--- config.mk ---
export PLATFORM = sky130hd
export DESIGN_NAME = toi2s_i2s_tx
export DESIGN_NICKNAME = d
export VERILOG_FILES = /design/src/rtl/toi2s_pkg.sv /design/src/rtl/toi2s_i2s_timing.sv /design/src/rtl/toi2s_i2s_tx.sv
export SDC_FILE = /design/constraint.sdc
export NUM_CORES = 1
export LEC_CHECK = 0
export ABC_AREA = 1
export BUFFER_PORTS_ARGS = -buffer_cell sky130_fd_sc_hd__buf_2
export CORE_ASPECT_RATIO = 1.4
export CORE_UTILIZATION = 54
export DETAILED_ROUTE_END_ITERATION = 10
export GPL_ROUTABILITY_DRIVEN = 0
export PLACE_DENSITY = 0.81
export SYNTH_ARGS = -nofsm -noshare
export SYNTH_HDL_FRONTEND = slang
export SYNTH_HIERARCHICAL = 1
export SYNTH_SLANG_ARGS = --single-unit
--- constraint.sdc ---
create_clock -name clk -period 3.27 [get_ports clk]
set_input_delay 0.8175 -clock clk [delete_from_list [all_inputs] [get_ports clk]]
set_output_delay 0.8175 -clock clk [all_outputs]
set_load 0.01 [all_outputs]
--- src/rtl/toi2s_pkg.sv ---
// Shared defaults and small helpers for the toi2s datapath.
// toi2s_tt_top instantiates the I2S transmitter with these values.
package toi2s_pkg;

  localparam int unsigned TOI2S_SAMPLE_W = 24;
  localparam int unsigned TOI2S_SLOT_W   = 32;
  localparam int unsigned TOI2S_BCK_DIV  = 4;

  // Counter width able to hold 0..n-1 (at least one bit).
  function automatic int unsigned toi2s_cnt_w(input int unsigned n);
    return (n <= 2) ? 1 : $clog2(n);
  endfunction

endpackage

--- src/rtl/toi2s_i2s_timing.sv ---
// I2S bit-clock divider and frame position counter; drives registered BCK/WS
// and strobes for the BCK falling edge and the frame boundary.
module toi2s_i2s_timing
  import toi2s_pkg::*;
#(
  parameter int unsigned SLOT_W  = TOI2S_SLOT_W,
  parameter int unsigned BCK_DIV = TOI2S_BCK_DIV,
  localparam int unsigned BIT_W  = toi2s_cnt_w(2 * SLOT_W)
) (
  input  logic             clk,
  input  logic             resetb,
  input  logic             ena,
  output logic [BIT_W-1:0] bit_cnt_nxt,
  output logic             bck_fall,
  output logic             frame_start,
  output logic             bck,
  output logic             ws
);

  localparam int unsigned DIV_W = toi2s_cnt_w(BCK_DIV);

  localparam logic [DIV_W-1:0] DIV_LAST = DIV_W'(BCK_DIV - 1);
  localparam logic [DIV_W-1:0] DIV_HALF = DIV_W'(BCK_DIV / 2);
  localparam logic [BIT_W-1:0] BIT_LAST = BIT_W'(2 * SLOT_W - 1);
  localparam logic [BIT_W-1:0] BIT_SLOT = BIT_W'(SLOT_W);

  logic [DIV_W-1:0] div_cnt_q, div_cnt_d;
  logic [BIT_W-1:0] bit_cnt_q, bit_cnt_d;
  logic             bck_q, bck_d;
  logic             ws_q, ws_d;

  always_comb begin
    bck_fall    = ena && (div_cnt_q == DIV_LAST);
    frame_start = bck_fall && (bit_cnt_q == BIT_LAST);
    div_cnt_d   = '0;
    bit_cnt_d   = '0;
    if (ena) begin
      div_cnt_d = bck_fall ? '0 : div_cnt_q + DIV_W'(1);
      bit_cnt_d = bit_cnt_q;
      if (bck_fall) begin
        bit_cnt_d = frame_start ? '0 : bit_cnt_q + BIT_W'(1);
      end
    end
    // Outputs are derived from next-state counters so they line up with the
    // counter state they describe, without a combinational output path.
    bck_d       = (div_cnt_d >= DIV_HALF);
    ws_d        = (bit_cnt_d >= BIT_SLOT);
    bit_cnt_nxt = bit_cnt_d;
  end

  always_ff @(posedge clk or negedge resetb) begin
    if (!resetb) begin
      div_cnt_q <= '0;
      bit_cnt_q <= '0;
      bck_q     <= 1'b0;
      ws_q      <= 1'b0;
    end else begin
      div_cnt_q <= div_cnt_d;
      bit_cnt_q <= bit_cnt_d;
      bck_q     <= bck_d;
      ws_q      <= ws_d;
    end
  end

  assign bck = bck_q;
  assign ws  = ws_q;

endmodule

--- src/rtl/toi2s_i2s_tx.sv ---
// Philips I2S master transmitter: one-deep stereo holding buffer feeding a
// per-frame register that is serialized MSB first one BCK after each WS edge.
module toi2s_i2s_tx
  import toi2s_pkg::*;
#(
  parameter int unsigned SAMPLE_W = TOI2S_SAMPLE_W,
  parameter int unsigned SLOT_W   = TOI2S_SLOT_W,
  parameter int unsigned BCK_DIV  = TOI2S_BCK_DIV
) (
  input  logic                clk,
  input  logic                resetb,
  input  logic                ena,
  input  logic [SAMPLE_W-1:0] sample_l,
  input  logic [SAMPLE_W-1:0] sample_r,
  input  logic                sample_valid,
  output logic                sample_ready,
  output logic                i2s_bck,
  output logic                i2s_ws,
  output logic                i2s_d0,
  output logic                underrun
);

  localparam int unsigned BIT_W = toi2s_cnt_w(2 * SLOT_W);

  logic [BIT_W-1:0]    bit_cnt_nxt;
  logic                bck_fall;
  logic                frame_start;

  logic [SAMPLE_W-1:0] hold_l_q, hold_l_d;
  logic [SAMPLE_W-1:0] hold_r_q, hold_r_d;
  logic                hold_full_q, hold_full_d;
  logic [SAMPLE_W-1:0] frame_l_q, frame_l_d;
  logic [SAMPLE_W-1:0] frame_r_q, frame_r_d;
  logic                d0_q, d0_d;
  logic                underrun_q, underrun_d;

  logic                accept;
  logic                d0_sel;
  logic [SAMPLE_W-1:0] shifted;
  int unsigned         b;

  toi2s_i2s_timing #(
    .SLOT_W  (SLOT_W),
    .BCK_DIV (BCK_DIV)
  ) u_timing (
    .clk         (clk),
    .resetb      (resetb),
    .ena         (ena),
    .bit_cnt_nxt (bit_cnt_nxt),
    .bck_fall    (bck_fall),
    .frame_start (frame_start),
    .bck         (i2s_bck),
    .ws          (i2s_ws)
  );

  assign sample_ready = ena & ~hold_full_q;
  assign accept       = sample_valid & sample_ready;

  // Holding buffer and frame register. On a boundary the frame takes the
  // buffer contents as they were before any same-cycle accept (no bypass).
  always_comb begin
    hold_l_d    = hold_l_q;
    hold_r_d    = hold_r_q;
    hold_full_d = hold_full_q;
    frame_l_d   = frame_l_q;
    frame_r_d   = frame_r_q;
    underrun_d  = 1'b0;
    if (!ena) begin
      hold_l_d    = '0;
      hold_r_d    = '0;
      hold_full_d = 1'b0;
      frame_l_d   = '0;
      frame_r_d   = '0;
    end else begin
      if (frame_start) begin
        frame_l_d   = hold_full_q ? hold_l_q : '0;
        frame_r_d   = hold_full_q ? hold_r_q : '0;
        underrun_d  = ~hold_full_q;
        hold_full_d = 1'b0;
      end
      if (accept) begin
        hold_l_d    = sample_l;
        hold_r_d    = sample_r;
        hold_full_d = 1'b1;
      end
    end
  end

  // Serial data select for the slot position the counters are about to enter.
  always_comb begin
    b       = 32'(bit_cnt_nxt);
    d0_sel  = 1'b0;
    shifted = '0;
    if (b >= 1 && b <= SAMPLE_W) begin
      shifted = frame_l_d >> (SAMPLE_W - b);
      d0_sel  = shifted[0];
    end else if (b >= SLOT_W + 1 && b <= SLOT_W + SAMPLE_W) begin
      shifted = frame_r_d >> (SAMPLE_W - (b - SLOT_W));
      d0_sel  = shifted[0];
    end
    d0_d = (bck_fall || !ena) ? d0_sel : d0_q;
  end

  always_ff @(posedge clk or negedge resetb) begin
    if (!resetb) begin
      hold_l_q    <= '0;
      hold_r_q    <= '0;
      hold_full_q <= 1'b0;
      frame_l_q   <= '0;
      frame_r_q   <= '0;
      d0_q        <= 1'b0;
      underrun_q  <= 1'b0;
    end else begin
      hold_l_q    <= hold_l_d;
      hold_r_q    <= hold_r_d;
      hold_full_q <= hold_full_d;
      frame_l_q   <= frame_l_d;
      frame_r_q   <= frame_r_d;
      d0_q        <= d0_d;
      underrun_q  <= underrun_d;
    end
  end

  assign i2s_d0   = d0_q;
  assign underrun = underrun_q;

endmodule

==> run metrics <==
CTS tree built; initial antenna violation count 0; minimum clock period 2.68 ns; CP endpoint i2s_d0; Setup crit start kind flop; yosys synthesis warning count 6; Post-Synthesis Cell Area 0.00548 sq mm; vias in the first global route 4505; share of post-route cells with drive strength above 1 0.123; # DRC 0; largest net degree at the start of global routing 66; Core Footprint 0.00990 sq mm; syn avg cell area 7.65 sq um; critical path class reg2reg; Worst path max stage delay 0.39 ns; Worst setup startpoint u_timing/div_cnt_q[0]; total CTS buffers 9; most frequent CP cell nand2_1; Vias/cell 5.35; Worst Path Required 3.54 ns; Slew Limit Fails 0; worst endpoint data arrival time 2.94 ns; row count 43; Total GRT Usage 0.252; Die Span X 87.1 um; met1 wire length 5120 um; met2 WL post-DR 6050 um; MaxCap Viol Count 0; unique cell type count in the Yosys netlist 31; critical path fanouts, max 12; RSZ-0062 raised after global routing false; CP cell instances ha_1 -> nand2_2 -> nor2_2 -> nand2_1 -> nand2_1 -> nor2_1 -> inv_2 -> ha_1 -> inv_1 -> nand3_1 -> nand3_1 -> nand3_1 -> nand2_1 -> nand2_1 -> nand2_1 -> nand2_1 -> a21oi_1; setup_tns 0 ns; RR Startpoint u_timing/div_cnt_q[0]; fin cells 885; CP Capture Type flop; syn_nets 772; Die ar. 0.0106 sq mm; antenna cells 0; PD cells 448 mW/mm^2; die height 121 um; clk root buf clkbuf_16; H-tree Lvls 3; WL final 12000 um; Placed Cells 871; clock latency at the later pin of the worst-skew pair 0.34 ns; slowest stage cell, crit path dfrtp_1; hold buffers post-CTS 0; Worst Reg-to-Reg Cells 17; R2R Setup Slk 0.59 ns; Leak 3.52 nW; leading area contributor after synthesis dfrtp_1; worst min-delay path class in2async; ys async rst share 1.00; grt ovf 0; final worst path period share 0.819; share of the synthesized area in the top cell type 0.493; Final Hold Vio Count 0; post-synthesis cell count 716; DP HPWL 8080 um; post-cts gate resize count 0; CTS sink cnt 108; Final setup viols 0; status finished clean; Slew headroom 0.618; Final nets 803; first-pass GRT wire length 20800 um; prevailing post-synth register cell dfrtp_1; I/O pins 57; Post-DRT Antenna Nets 0; Peak VDD IR 0.000273 V; Worst Tran Pin Value 0.573 ns; met3 WL 544 um; P&R area growth vs syn 10.3%; Clock Path Buffers 2; largest cells by area after synthesis dfrtp_1 49%, nand3_1 18%, nand2_1 16%; Synth top cells by count 235 x nand2_1, 195 x nand3_1, 108 x dfrtp_1; post-DR wirelength/cell 13.6 um; DR iter-0 viols 368; postcts setup bufs 0; most frequent cell after synthesis nand2_1; Max Clock Freq 0.374 GHz; Fill cells 881; Reg-to-Reg End i2s_d0; Max Clock Skew 0.00879 ns; 1st-pass router iterations 6; number of flops mapped to enable cells by yosys 0; Seq/Total Area, Yosys 0.493; uppermost layer routed met4; port buffer count 56; CTS clk-pin slew, worst paths 0.07 ns; Initial Utilization 0.553; vias 4738; #FFs+latches synth 108
[cell type report]
type / count / area [sq um] / share of cell area
flip-flops and latches: 108 / 2700 / 0.447
inverters: 74 / 283 / 0.0468
multi-input cells: 486 / 2220 / 0.367
clock buffers: 13 / 260 / 0.0431
well taps: 135 / 169 / 0.0280
clock inverters: 1 / 8.76 / 0.00145
repair buffers: 68 / 398 / 0.0659
[layout by cell type, fill, tap and decap left out]
cell type / count
inv_4: 2
clkinv_4: 1
nand2_1: 235
clkbuf_1: 2
nor3_1: 4
and3_1: 1
buf_2: 55
nor2_4: 1
nor2_2: 2
o21ai_0: 2
or2_0: 2
and2b_1: 1
ha_1: 4
xnor2_1: 1
nor2_8: 1
inv_2: 2
buf_4: 11
o211ai_1: 2
inv_1: 69
dfrtp_1: 108
nand4_1: 6
buf_12: 2
nand3_1: 195
clkbuf_8: 2
or2_1: 5
nor4_1: 1
clkinv_1: 1
clkbuf_16: 9
a21oi_1: 6
or2_2: 1
nand3b_1: 1
xor2_1: 1
nand2_2: 3
nor2_1: 11
[power breakdown]
| group | internal (mW) | switching [mW] |
|---|---|---|
| Clock | 0.552 | 0.449 |
| Combinational | 0.0928 | 0.192 |
| Sequential | 1.39 | 0.0312 |
| Total | 2.03 | 0.672 |
[cells by family (layout without fill, tap and decap cells)]
kind of cell | after synthesis | after routing | synth area share
fa+ha+maj | 4 | 4 | 0.00914
buf+inv | 122 | 156 | 0.103
flops | 108 | 108 | 0.493
xor+xnor | 2 | 2 | 0.00320
simple gates | 470 | 470 | 0.382
compound gates | 10 | 10 | 0.0101
[sequential cells by signal, summed over array words and instances (netlist names)]
register / flops
i2s_d0: 1
underrun: 1
u_timing/div_cnt_q: 2
u_timing/bck: 1
hold_l_q: 24
frame_l_q: 24
hold_r_q: 24
u_timing/bit_cnt_q: 6
hold_full_q: 1
frame_r_q: 24
[metrics by stage]
stage	instance area, sq um	hold slack (ns)	setup slack, ns	util	power, mW
final	6040	0.457	0.593	0.610	2.70
after global routing	6040	0.463	0.343	0.610	2.82
after CTS	6040	0.458	0.618	0.610	2.72
after detailed placement	5770	0.450	0.335	0.583	1.73
after global placement	5770	0.427	0.430	0.583	1.72
after floorplan	5480	0.410	0.330	-	1.62
[critical path: cells and delay by family, from the launching register on]
kind,cells,cell delay (ns)
AO/OA/AOI/OAI,1,0.11
buffers and inverters,2,0.42
AND/OR/NAND/NOR,12,1.10
adder cells (fa/ha/maj),2,0.55
flip-flops,1,0.39
[worst min-delay path by stage]
stage                                startpoint                     to  slack [ns]  depth (start not counted)
after floorplan           u_timing/div_cnt_q[0]  u_timing/div_cnt_q[0]        0.41                          1
after global placement    u_timing/div_cnt_q[0]  u_timing/div_cnt_q[0]        0.43                          1
after detailed placement  u_timing/div_cnt_q[0]  u_timing/div_cnt_q[0]        0.45                          1
after CTS                 u_timing/div_cnt_q[0]  u_timing/div_cnt_q[0]        0.46                          1
after global routing      u_timing/div_cnt_q[0]  u_timing/div_cnt_q[0]        0.46                          1
final                                    resetb           hold_l_q[10]        0.46                          1
[layer usage]
layer | up-vias | global-route usage
li1 | 2334 | -
met4 | 0 | 0.0984
met2 | 147 | 0.405
met5 | - | 0
met3 | 25 | 0.0347
met1 | 2232 | 0.345
Note: power is estimated with default switching activity, not from simulation.
